[src/rtl/fc_argmax_stage.sv]
// Argmax over one M-element frame of signed fc outputs; emits {index, max} as one result beat.
// Latency: output_valid rises the cycle after the M-th element is accepted; M+1 cycles/frame minimum.
// Backpressure: input_ready is low while a result is pending; the result holds until output_ready.
module fc_argmax_stage #(
   parameter  int M    = 8,
   parameter  int T    = 16,
   localparam int IDXW = (M > 1) ? $clog2(M) : 1
) (
   input  logic            clk,
   input  logic            reset,
   input  logic            input_valid,
   output logic            input_ready,
   input  logic [T-1:0]    input_data,
   output logic            output_valid,
   input  logic            output_ready,
   output logic [IDXW-1:0] output_index,
   output logic [T-1:0]    output_max
);

   localparam logic [IDXW-1:0] LAST_IDX = IDXW'(M - 1);

   typedef enum logic {
      COLLECT = 1'b0,
      RESULT  = 1'b1
   } state_t;

   state_t                 state;
   state_t                 state_nxt;
   logic [IDXW-1:0]        elem_cnt;
   logic [IDXW-1:0]        best_idx;
   logic signed [T-1:0]    best_val;
   logic                   accept;
   logic                   last_elem;

   assign accept    = input_valid & input_ready;
   assign last_elem = (elem_cnt == LAST_IDX);

   // State register: one frame collected, then one result slot.
   always_ff @(posedge clk or posedge reset) begin
      if (reset) begin
         state <= COLLECT;
      end else begin
         state <= state_nxt;
      end
   end

   // Next-state and handshake outputs; both depend only on registered state (and reset).
   always_comb begin
      state_nxt    = state;
      input_ready  = 1'b0;
      output_valid = 1'b0;
      case (state)
         COLLECT: begin
            input_ready = ~reset;
            if (accept && last_elem) begin
               state_nxt = RESULT;
            end
         end
         RESULT: begin
            output_valid = 1'b1;
            if (output_ready) begin
               state_nxt = COLLECT;
            end
         end
         default: begin
            state_nxt = COLLECT;
         end
      endcase
   end

   // Running maximum: first element loads unconditionally, later ones replace only if strictly greater.
   always_ff @(posedge clk or posedge reset) begin
      if (reset) begin
         elem_cnt <= '0;
         best_idx <= '0;
         best_val <= '0;
      end else if (accept) begin
         if (elem_cnt == '0) begin
            best_val <= $signed(input_data);
            best_idx <= '0;
         end else if ($signed(input_data) > best_val) begin
            best_val <= $signed(input_data);
            best_idx <= elem_cnt;
         end
         if (last_elem) begin
            elem_cnt <= '0;
         end else begin
            elem_cnt <= elem_cnt + 1'b1;
         end
      end
   end

   assign output_index = best_idx;
   assign output_max   = best_val;

endmodule

[config.mk]
export PLATFORM = sky130hd
export DESIGN_NAME = fc_argmax_stage
export DESIGN_NICKNAME = d
export VERILOG_FILES = /design/src/rtl/fc_argmax_stage.sv
export SDC_FILE = /design/constraint.sdc
export NUM_CORES = 1
export LEC_CHECK = 0
export CAP_MARGIN = 20
export CORE_MARGIN = 10
export CORE_UTILIZATION = 66
export DETAILED_ROUTE_END_ITERATION = 10
export DONT_BUFFER_PORTS = 1
export PLACE_DENSITY = 0.79
export SETUP_SLACK_MARGIN = 0.4
export SLEW_MARGIN = 10
export SYNTH_ARGS = -nofsm -noshare
export SYNTH_HDL_FRONTEND = slang
export SYNTH_SLANG_ARGS = --single-unit
[constraint.sdc]
create_clock -name clk -period 5.5 [get_ports clk]
set_input_delay 1.1 -clock clk [delete_from_list [all_inputs] [get_ports clk]]
set_output_delay 1.1 -clock clk [all_outputs]
set_load 0.005 [all_outputs]
==> out/metrics.yaml, run 1 <==
outcome:
  run_status: "finished clean"
power_and_ir_drop:
  power.density_nw_per_um2: 517.6
  ir_worst_vdd_v: 0.0003499
  total_leakage_power_uw: 0.0007520
cts:
  cts_root_buffer: "clkbuf_4"
  ctsHoldBuffers: 0
  clock_path_buffers: 2
  cts_tree: "yes"
  htreeDepth: 1
  clkLatencyLatePin_ns: 0.31
  ctsResizeCount: 0
  post_cts_buffers: 0
  clock_sinks: 23
  cts_inserted_buffers: 3
  clk_pin_slew_worst_paths_ns: 0.13
logic_synthesis:
  synth-seq-cells: 23
  synth-main-ff-cell: "dfrtp_1"
  synth_nets: 181
  synth-seq-area-share_pct: 37.86
  synth_edf_count: 0
  synth_area_per_cell_um2: 10.71
  ys_types: 35
  synthesis.area_um2: 1520
  async_flop_share_pct: 100.0
  yosysWarnings: 0
  synthCells: 142
floorplanning:
  die_h_um: 68.00
  die_area_um2: 4623
  die_x_um: 68.00
  rows: 17
  core_um2: 2212
  boundaryPins: 41
  initial_core_util_pct: 68.72
drt:
  drc: 0
  wl_per_cell_um: 18.51
  drt-total-wl_um: 3184
  drt-initial-drc-count: 32
  viasPerCell: 6.267
  dr.pass1.iters: 4
  vias: 1078
  ant_nets: 0
placed_design:
  placed_area_um2: 1531
  place_hpwl_um: 2529
  gp_congestion: 0.9240
  portBuffers: 0
setup_path:
  cpMaxStageDelayCell: "a211oi_4"
  cp.arrival_ns: 3.44
  start_kind: "primary input"
  cpPeakStageDelay_ns: 0.89
  cp_cell_sequence: "ha_1 > nand4_2 > o221ai_1 > o21a_2 > nor2_2 > a211oi_4 > mux2_2"
  cp_max_fo: 18
  path_class: "in -> reg"
  r2r_setup_slack_ns: 2.57
  cp-end-kind: "register"
  required_ns: 5.71
sta:
  slew-limit-headroom_pct: 29.23
  worstMarginPinSlew_ns: 1.058
  fin_setup_tns_ns: 0
  finClkSkew_ns: 0.002472
  slew_violations: 0
  finalHoldViolCount: 0
  setup_violations: 0
  finalCritPeriodShare_pct: 58.70
  fmax_ghz: 0.3097
  grt_setup_unrepaired: "no"
  period_minus_slack_ns: 3.229
final_layout:
  post-route-util_pct: 70.48
  syn_to_final_growth_pct: 2.552
  nets: 184
  diodes: 0
  fin_area_um2: 1559
  drive_above_1_share_pct: 21.53
global_routing:
  track_usage_pct: 14.53
  antenna_found_initial: 0
  grt_max_degree: 24
  grt_overflow: 0
  grt_pass1_vias: 1203
  grt_pass1_wl_um: 5285
hold_path:
  worstHoldPathType: "reg -> reg"
job:
  cap_violations: 0
-- cell usage after synthesis (2+ instances only) --
cell     count  area share, %
a21oi_1      6            2.0
inv_1       25            6.2
o21ba_2      2            1.3
o32ai_1      2            1.2
dfrtp_1     23             38
nor3_1       3           0.99
nor2_1       4           0.99
nand2_1     13            3.2
nand4_1      3            1.2
ha_1        19             16
nand3_1      2           0.66
o21ai_0      3           0.99
mux2_4       8            7.9
mux2_2       8            5.9
-- final timing paths --
| path | end | from | depth (start not counted) |
|---|---|---|---|
| hold reg to reg | output_index[0] | output_index[0] | 2 |
| setup reg to reg | output_max[14] | output_max[7] | 8 |
| setup / recovery | output_max[14] | input_data[7] | 7 |
| max in group asynchronous | output_max[3] | reset | 1 |
| hold / removal | output_index[0] | output_index[0] | 2 |
| min in group asynchronous | output_index[1] | reset | 1 |
-- cell type report --
class | count | area [um^2]
Fill cell | 162 | 653.1
Clock buffer | 3 | 22.52
Sequential cell | 23 | 575.6
Inverter | 25 | 93.84
Multi-Input combinational cell | 92 | 827.0
Tap cell | 28 | 35.03
Clock inverter | 1 | 5.005
-- logic make-up after synthesis --
logic type | synth area share [%]
AND/OR/NAND/NOR | 13.42
multiplexers | 13.83
adder cells (fa/ha/maj) | 15.64
AO/OA/AOI/OAI | 11.52
buffers and inverters | 7.736
flip-flops | 37.86
-- layer usage --
| layer | global-route usage, % | part of all wire (%) | up-vias |
|---|---|---|---|
| met5 | 0 | 0 | - |
| met4 | 5.779 | 2.5 | 0 |
| met3 | 6.036 | 11 | 15 |
| met2 | 26.98 | 50 | 58 |
| met1 | 13.83 | 37 | 504 |
| li1 | - | - | 501 |
-- stage by stage --
stage / hold slack [ns] / instances / power [uW] / worst slack, ns
2_1_floorplan: 0.5078 / 142 / 648.3 / 2.502
3_3_place_gp: 0.5506 / 168 / 705.1 / 2.022
3_5_place_dp: 0.5477 / 168 / 732.2 / 1.934
4_1_cts: 0.5712 / 172 / 813.4 / 2.267
5_1_grt: 0.6101 / 172 / 887.3 / 2.160
6_report: 0.5712 / 172 / 806.9 / 2.271
-- critical path: cells and delay by family --
family | cells | cell delay [ns]
adders and majority gates | 1 | 0.33
muxes | 1 | 0.42
AOI/OAI and AO/OA | 3 | 1.32
and+or+nand+nor | 2 | 0.27
-- registers in the layout, indices dropped and copies added (netlist names) --
register,count
output_max,16
elem_cnt,3
output_index,3
state,1
-- cells in the final DEF (no fill, tap or decap), types with 2 or more instances in the layout --
| master | instances |
|---|---|
| ha_1 | 19 |
| nand4_1 | 3 |
| a21oi_1 | 6 |
| o21ai_0 | 3 |
| o32ai_1 | 2 |
| o21ba_2 | 2 |
| nor2_1 | 4 |
| nor3_1 | 3 |
| mux2_4 | 8 |
| mux2_2 | 8 |
| inv_1 | 25 |
| dfrtp_1 | 23 |
| clkbuf_4 | 3 |
| nand2_1 | 13 |
| nand3_1 | 2 |
-- power by group --
| part | total, uW | switching (uW) | internal [uW] | leakage [uW] |
|---|---|---|---|---|
| clock | 79.2 | 52.1 | 27.2 | 0.0000177 |
| sequential | 328 | 80.7 | 247 | 0.000277 |
| combinational | 399 | 205 | 195 | 0.000457 |
No activity file was read; power rests on OpenSTA's default activity.
==> run 2, diff against run 1 <==
--- a/config.mk
+++ b/config.mk
@@ -7,10 +7,10 @@
 export LEC_CHECK = 0
 export CAP_MARGIN = 20
 export CORE_MARGIN = 10
-export CORE_UTILIZATION = 66
+export CORE_UTILIZATION = 62
 export DETAILED_ROUTE_END_ITERATION = 10
 export DONT_BUFFER_PORTS = 1
-export PLACE_DENSITY = 0.79
+export PLACE_DENSITY = 0.75
 export SETUP_SLACK_MARGIN = 0.4
 export SLEW_MARGIN = 10
 export SYNTH_ARGS = -nofsm -noshare
==> constraint.sdc (replaced) <==
create_clock -name clk -period 3.4 [get_ports clk]
set_input_delay 0.68 -clock clk [delete_from_list [all_inputs] [get_ports clk]]
set_output_delay 0.68 -clock clk [all_outputs]
set_load 0.005 [all_outputs]
==> out/metrics.yaml, run 2 (synthesis results as in run 1) <==
cts:
  post_cts_buffers: 0
  clk_pin_slew_worst_paths_ns: 0.12
  clock_sinks: 23
  clkLatencyLatePin_ns: 0.31
  cts_inserted_buffers: 3
  htreeDepth: 1
  ctsHoldBuffers: 0
  cts_tree: "yes"
  cts_root_buffer: "clkbuf_4"
  ctsResizeCount: 0
  clock_path_buffers: 2
sta:
  fin_setup_tns_ns: 0
  setup_violations: 0
  finClkSkew_ns: 0.003302
  finalHoldViolCount: 0
  slew-limit-headroom_pct: 43.00
  period_minus_slack_ns: 2.413
  fmax_ghz: 0.4145
  finalCritPeriodShare_pct: 70.96
  slew_violations: 0
  worstMarginPinSlew_ns: 0.8540
  grt_setup_unrepaired: "no"
placed_design:
  placed_cells: 170
  portBuffers: 0
  place_hpwl_um: 2503
  gp_congestion: 0.8563
power_and_ir_drop:
  internal-power_uw: 767.3
  swShare_pct: 40.99
  power.density_nw_per_um2: 826.8
  power_frac_clock_pct: 9.7
  ir_worst_vdd_v: 0.0005293
  comb_power_share_pct: 49.3
  total_leakage_power_uw: 0.0007597
  p_seq_share_pct: 41.0
  switchingPower_uw: 533.1
setup_path:
  cp_max_fo: 10
  cp-end-kind: "register"
  cpMaxStageDelayCell: "dfrtp_1"
  path_class: "reg -> reg"
  critPathTopFamily: "compound AO/OA/AOI/OAI gates"
  rr_worst_depth: 9
  path_buf_inv: 2
  r2r_end: "output_max[1]"
  cp.arrival_ns: 2.62
  start_kind: "register"
  cpPeakStageDelay_ns: 0.42
  reg2reg_from: "output_max[15]"
  required_ns: 3.61
  cp_cell_sequence: "inv_1 > ha_1 > nand2_1 > nor3_1 > o21a_2 > nor2_2 > a211oi_4 > buf_4 > mux2_2"
  r2r_setup_slack_ns: 0.99
final_layout:
  nets: 186
  drive_above_1_share_pct: 21.92
  diodes: 0
  final_cell_count_no_fill: 174
  syn_to_final_growth_pct: 3.457
  final_common_cell: "inv_1"
  largest_register_ff_count: 16
  layout_common_cells: "25 x inv_1, 23 x dfrtp_1, 19 x ha_1"
global_routing:
  grt_max_degree: 24
  antenna_found_initial: 0
  grt_pass1_vias: 1097
  track_usage_pct: 12.39
  grt_pass1_wl_um: 5064
  grt_overflow: 0
drt:
  viasPerCell: 5.868
  drt-total-wl_um: 2999
  dr.pass1.iters: 4
  drc: 0
  drt-initial-drc-count: 38
  vias: 1021
  wl_per_cell_um: 17.24
  ant_nets: 0
floorplanning:
  die_area_um2: 4832
  rows: 17
  die_h_um: 69.52
  die_x_um: 69.52
  core_um2: 2276
  boundaryPins: 41
  initial_core_util_pct: 66.79
outcome:
  run_status: "finished clean"
job:
  cap_violations: 0
hold_path:
  worstHoldPathType: "in -> async"
## run 2: per-layer routing
| layer | GRT usage [%] | vias to the layer above | part of all wire (%) |
|---|---|---|---|
| met4 | 5.322 | 0 | 1.5 |
| met2 | 21.17 | 27 | 50 |
| met3 | 6.134 | 4 | 9.6 |
| met5 | 0 | - | 0 |
| li1 | - | 501 | - |
| met1 | 12.38 | 489 | 39 |
## run 2: final cells by class
type,instances,area [um^2]
clock buffers,4,26.28
flip-flops and latches,23,575.6
multi-input cells,92,827.0
inverters,25,93.84
fillers,161,703.2
well taps,28,35.03
repair buffers,2,15.01
## run 2: per-stage QoR
stage                     power [uW]  worst slack [ns]  hold slack, ns  instance area [um^2]  util [%]
after floorplan                 1049            0.8221          0.5078                  1520         -
after global placement          1155            0.8206          0.5522                  1546     67.95
after detailed placement        1190            0.7760          0.5511                  1546     67.95
after CTS                       1318            0.9596          0.4414                  1573     69.10
after global routing            1432            0.7515          0.4466                  1573     69.10
final                           1300            0.9874          0.4181                  1573     69.10
## run 2: worst max-delay path by stage
stage	from	endpoint	depth (start not counted)
final	output_max[15]	output_max[1]	9
after global routing	output_max[15]	output_max[1]	9
after CTS	output_max[15]	output_max[1]	9
after detailed placement	input_data[15]	output_max[1]	8
after global placement	input_data[15]	output_max[1]	8
after floorplan	input_data[7]	output_max[10]	8
## run 2: power groups by stage
stage	logic, uW	registers [uW]	clock network [uW]
finish	641	533	127
global route	730	559	142
CTS	647	541	129
detailed placement	642	548	0
global placement	613	542	0
floorplan	545	503	0
